### src/rtl/dec_entry_pkg.sv
// Shared types and helpers for the decimal entry block.
// States, the radix and the signed magnitude limit.
package dec_entry_pkg;

  typedef enum logic [2:0] {
    IDLE,
    ENTRY,
    ACCUM,
    HOLD,
    ERR
  } dec_state_e;

  localparam int unsigned DEC_RADIX = 10;

  // Largest magnitude representable for the given sign.
  function automatic int dec_limit(input logic neg, input int width);
    int half;
    half = 1 << (width - 1);
    return neg ? half : half - 1;
  endfunction

endpackage

### src/rtl/dec_mac10.sv
// Combinational mag*10+digit with overflow test.
// Headroom of four bits keeps the product exact.
module dec_mac10
  import dec_entry_pkg::*;
#(
  parameter int WIDTH = 8
) (
  input  logic [WIDTH-1:0] mag,
  input  logic [3:0]       digit,
  input  logic             neg,
  output logic [WIDTH-1:0] sum,
  output logic             ovf
);

  logic [WIDTH+3:0] m;
  logic [WIDTH+3:0] prod;
  logic [WIDTH+3:0] lim;

  assign m    = {4'b0, mag};
  assign prod = (m << 3) + (m << 1) + {{WIDTH{1'b0}}, digit};
  assign lim  = (WIDTH+4)'(dec_limit(neg, WIDTH));
  assign ovf  = prod > lim;
  assign sum  = prod[WIDTH-1:0];

endmodule

### src/rtl/dec_entry.sv
// Decimal key entry: digits, sign, clear, enter
// into a signed operand handed off by valid/ready.
module dec_entry
  import dec_entry_pkg::*;
#(
  parameter int WIDTH      = 8,
  parameter int MAX_DIGITS = 3
) (
  input  logic             clock,
  input  logic             reset_n,
  input  logic [3:0]       digit_in,
  input  logic             digit_stb,
  input  logic             neg_stb,
  input  logic             clear_stb,
  input  logic             enter_stb,
  output logic [WIDTH-1:0] entry_value,
  output logic             entry_active,
  output logic [WIDTH-1:0] out_value,
  output logic             out_valid,
  input  logic             out_ready,
  output logic             err
);

  localparam int CW = $clog2(MAX_DIGITS + 1);

  dec_state_e       state, state_n;
  logic [WIDTH-1:0] mag, mag_n;
  logic             neg, neg_n;
  logic [CW-1:0]    count, cnt_n;
  logic [3:0]       dig, dig_n;
  logic [WIDTH-1:0] outv_n, ev_n;
  logic [WIDTH-1:0] sum;
  logic             ovf;
  logic             dig_ok;
  logic [WIDTH-1:0] lim_flip;

  dec_mac10 #(.WIDTH(WIDTH)) u_mac (
    .mag   (mag),
    .digit (dig),
    .neg   (neg),
    .sum   (sum),
    .ovf   (ovf)
  );

  assign dig_ok   = digit_in < 4'(DEC_RADIX);
  assign lim_flip = WIDTH'(dec_limit(~neg, WIDTH));

  always_comb begin
    state_n = state;
    mag_n   = mag;
    neg_n   = neg;
    cnt_n   = count;
    dig_n   = dig;
    outv_n  = out_value;
    if (clear_stb) begin
      state_n = IDLE;
      mag_n   = '0;
      neg_n   = 1'b0;
      cnt_n   = '0;
    end else begin
      unique case (state)
        IDLE: begin
          if (enter_stb) begin
            state_n = IDLE;
          end else if (neg_stb) begin
            neg_n   = ~neg;
            state_n = ENTRY;
          end else if (digit_stb && dig_ok) begin
            dig_n   = digit_in;
            state_n = ACCUM;
          end
        end
        ENTRY: begin
          if (enter_stb) begin
            outv_n  = neg ? -mag : mag;
            state_n = HOLD;
          end else if (neg_stb) begin
            // Flipping -128 to +128 is not representable.
            if (mag > lim_flip) state_n = ERR;
            else neg_n = ~neg;
          end else if (digit_stb && dig_ok
                       && count < CW'(MAX_DIGITS)) begin
            dig_n   = digit_in;
            state_n = ACCUM;
          end
        end
        ACCUM: begin
          if (ovf) begin
            state_n = ERR;
          end else begin
            mag_n   = sum;
            cnt_n   = count + CW'(1);
            state_n = ENTRY;
          end
        end
        HOLD: begin
          if (out_ready) begin
            state_n = IDLE;
            mag_n   = '0;
            neg_n   = 1'b0;
            cnt_n   = '0;
          end
        end
        ERR: state_n = ERR;
        default: state_n = IDLE;
      endcase
    end
    ev_n = neg_n ? -mag_n : mag_n;
  end

  always_ff @(posedge clock or negedge reset_n) begin
    if (!reset_n) begin
      state       <= IDLE;
      mag         <= '0;
      neg         <= 1'b0;
      count       <= '0;
      dig         <= '0;
      out_value   <= '0;
      entry_value <= '0;
    end else begin
      state       <= state_n;
      mag         <= mag_n;
      neg         <= neg_n;
      count       <= cnt_n;
      dig         <= dig_n;
      out_value   <= outv_n;
      entry_value <= ev_n;
    end
  end

  assign entry_active = (state != IDLE) && (state != HOLD);
  assign out_valid    = (state == HOLD);
  assign err          = (state == ERR);

endmodule
### config.mk
export PLATFORM = sky130hd
export DESIGN_NAME = dec_entry
export DESIGN_NICKNAME = d
export VERILOG_FILES = /design/src/rtl/dec_entry_pkg.sv /design/src/rtl/dec_mac10.sv /design/src/rtl/dec_entry.sv
export SDC_FILE = /design/constraint.sdc
export NUM_CORES = 1
export LEC_CHECK = 0
export CORE_ASPECT_RATIO = 1.2
export CORE_MARGIN = 10
export CORE_UTILIZATION = 45
export CTS_CLUSTER_DIAMETER = 200
export DETAILED_ROUTE_END_ITERATION = 10
export GPL_TIMING_DRIVEN = 0
export PLACE_DENSITY = 0.67
export SLEW_MARGIN = 20
export SYNTH_ARGS = -nofsm -noshare
export SYNTH_HDL_FRONTEND = slang
export SYNTH_HIERARCHICAL = 1
export SYNTH_SLANG_ARGS = --single-unit
export TNS_END_PERCENT = 100
### constraint.sdc
create_clock -name clock -period 11.1 [get_ports clock]
set_input_delay 2.775 -clock clock [delete_from_list [all_inputs] [get_ports clock]]
set_output_delay 2.775 -clock clock [all_outputs]
set_load 0.01 [all_outputs]
==> results.yml <==
global_routing:
  grt_pass1_vias: 2037
  grt_use_total_pct: 12.3
  grt_overflow: 0
  antenna_found_initial: 0
  grt_start_max_net_pins: 34
  grt_first_pass_wirelength_um: 9130
logic_synthesis:
  synth_xor_area_share_pct: 5.99
  synth_fp_nets: 309
  syn_inst: 262
  synthTopCellsByArea: "dfrtp_1, ha_1, o21ai_0, a21oi_1, nand2_1"
  synth_cell_types: 47
  yosys_warnings: 6
  synthMuxAreaShare_pct: 4.13
  synth_top_cell_area_share_pct: 33.2
  synth_area_mm2: 0.00248
  postSynthAreaPerCell_um2: 9.48
  ys_seq_elements: 33
  synth-adder-area-share_pct: 18.7
  synth-compound-area-share_pct: 20.3
  yosysSeqAreaShare_pct: 33.2
  synth_top_family_by_area: "compound AO/OA/AOI/OAI gates"
  async_flop_share_pct: 100
  synth_area_leader_cell: "dfrtp_1"
  synth_edf_count: 0
  yosys.area_share.simple_pct: 13.2
  synth_ff_type: "dfrtp_1"
cells_and_area:
  n_fill_cell: 516
  diodes: 0
  final_common_cell: "ha_1"
  instances_no_fill: 360
  final_cell_mix: "ha_1, dfrtp_1, clkdlybuf4s50_1"
  final_area_mm2: 0.00292
  nets: 344
  area_delta_synth_final_pct: 17.5
  drive_above_1_share_pct: 9.06
  post-route-util_pct: 54.8
die:
  core-area_mm2: 0.00533
  die_h_um: 101
  fp.dieW_um: 87.8
  start_util_pct: 46.6
  ios: 30
  rows: 29
  die_area_mm2: 0.00891
critical_path:
  cp.arrival_ns: 5.30
  start_kind: "flip-flop"
  end_kind: "flip-flop"
  required_ns: 11.26
  critical_path_class: "reg2reg"
  critPathMaxFanout: 10
power_and_ir_drop:
  p_clk_share_pct: 22.7
  power_mw: 0.376
  power.internal_mw: 0.244
  switching_share_pct: 35.0
  p_leak_nw: 1.37
  pwr-share-seq_pct: 39.6
  pwr_density_cell_mw_per_mm2: 129
  p_sw_mw: 0.132
  peakVddDrop_mv: 0.0455
  combinationalPowerShare_pct: 37.8
cts:
  tritoncts: "yes"
  holdBufCountCts: 0
  htreeDepth: 2
  clk-insertion-delay-late_ns: 0.28
  cts_resized: 0
  clock_path_buffers: 2
  clock_tree.root_cell: "clkbuf_8"
  cts_setup_buffers: 0
  clock-sinks: 33
  clk_pin_slew_ns: 0.07
  cts_made_buffers: 5
placed_design:
  place_area_mm2: 0.00284
  portBuffers: 28
  gp_congestion: 0.801
  place_inst: 352
  hpwl_um: 4310
timing:
  clock_skew_ns: 0.00630
  fmax_mhz: 195
  tns_ns: 0
  rsz0062_at_grt: "false"
  setup_violations: 0
  slew_headroom_pct: 43.0
  fin_crit_ns: 5.14
  tightest_slew_ns: 0.848
  finalHoldViolations: 0
  slew_viol_final: 0
  period_share_pct: 46.3
hold_path:
  hp-class: "reg2reg"
detailed_routing:
  routedWlPerCell_um: 14.7
  drcViolationCount: 0
  dr.pass1.iters: 6
  antenna_left: 0
  vias: 2054
  drt_iter0_drc: 76
  avgViaCountPerCell: 5.71
  drt_wl_total_um: 5290
flow_run:
  drv_cap: 0
outcome:
  status: "finished clean"
layout make-up:
| type | count | area [um^2] | share of cell area [%] |
|---|---|---|---|
| multi-input combinational | 203 | 1550 | 53.1 |
| sequential | 33 | 826 | 28.3 |
| timing repair buffer | 28 | 275 | 9.43 |
| tap | 62 | 77.6 | 2.66 |
| clock buffer | 6 | 72.6 | 2.49 |
| inverter | 19 | 71.3 | 2.44 |
| buffer | 7 | 36.3 | 1.24 |
| clock inverter | 2 | 10.0 | 0.343 |
worst max-delay path, cell delays in order (launching register included):
cell and delay (ns):
dfrtp_1 0.47, inv_1 0.10, fa_1 0.54, inv_1 0.06, ha_1 0.30, a211oi_1 0.32
o21ai_0 0.14, a21oi_1 0.22, xnor2_1 0.21, ha_1 0.30, o21ai_0 0.09, o21bai_1 0.08
o22ai_1 0.17, nand4b_1 0.32, nor4_2 0.80, a22oi_1 0.23, ha_1 0.29, nand2_1 0.10
o21ai_0 0.11, xnor2_1 0.15
registers in the layout, summed over array words and instances, names as in the netlist:
register,count
mag,8
out_value,8
entry_value,7
dig,4
state,3
count,2
neg,1
cell usage after synthesis, types with 2 or more instances:
cell,count
a22o_1,6
fa_1,2
mux2_2,6
nand2_1,24
a21oi_1,18
xnor2_1,10
dfrtp_1,33
a22oi_1,4
a211oi_1,2
inv_1,18
clkbuf_1,3
xor2_1,7
nand4_1,7
buf_4,2
nand4b_1,2
or3_1,4
o21ai_0,23
buf_2,2
nor2_1,7
nor2b_1,3
mux2i_1,2
o31ai_1,3
nor3_1,4
ha_1,34
o22ai_1,2
o211ai_1,6
nor4_1,2
nand2b_1,2
nand3_1,6
through the flow:
| step | worst slack [ns] | hold slack, ns |
|---|---|---|
| floorplan | 6.63 | 0.477 |
| global placement | 5.98 | 0.461 |
| detailed placement | 5.95 | 0.470 |
| CTS | 5.92 | 0.485 |
| global route | 5.49 | 0.511 |
| finish | 5.96 | 0.478 |
path summary, 6_finish.rpt:
path                              start        endpoint  slack, ns  depth (start not counted)
setup / recovery                 mag[0]  entry_value[4]       5.96                         19
hold / removal             out_value[2]    out_value[2]       0.48                          2
setup reg to reg                 mag[0]  entry_value[4]       5.96                         19
max in group asynchronous       reset_n             neg       8.11                          1
hold reg to reg            out_value[2]    out_value[2]       0.48                          2
min in group asynchronous       reset_n    out_value[6]       2.54                          1
layer usage:
layer  wire length [um]  GRT usage [%]
met4                117           4.91
met3                246           2.49
met1               2150           14.0
met2               2770           21.7
met5                  0              0
cell families after synthesis:
| family | after synthesis |
|---|---|
| multiplexers | 9 |
| AND/OR/NAND/NOR | 65 |
| adder cells (fa/ha/maj) | 36 |
| buffers and inverters | 26 |
| AO/OA/AOI/OAI | 76 |
| flip-flops | 33 |
| XOR/XNOR | 17 |
power by group through the flow:
stage	clock network, mW	registers [mW]	logic (mW)
3_3_place_gp	0	0.150	0.140
6_report	0.0851	0.149	0.142
5_1_grt	0.0936	0.151	0.163
3_5_place_dp	0	0.151	0.143
4_1_cts	0.0885	0.149	0.143
2_1_floorplan	0	0.151	0.0942
(Power assumes the default switching activity.)
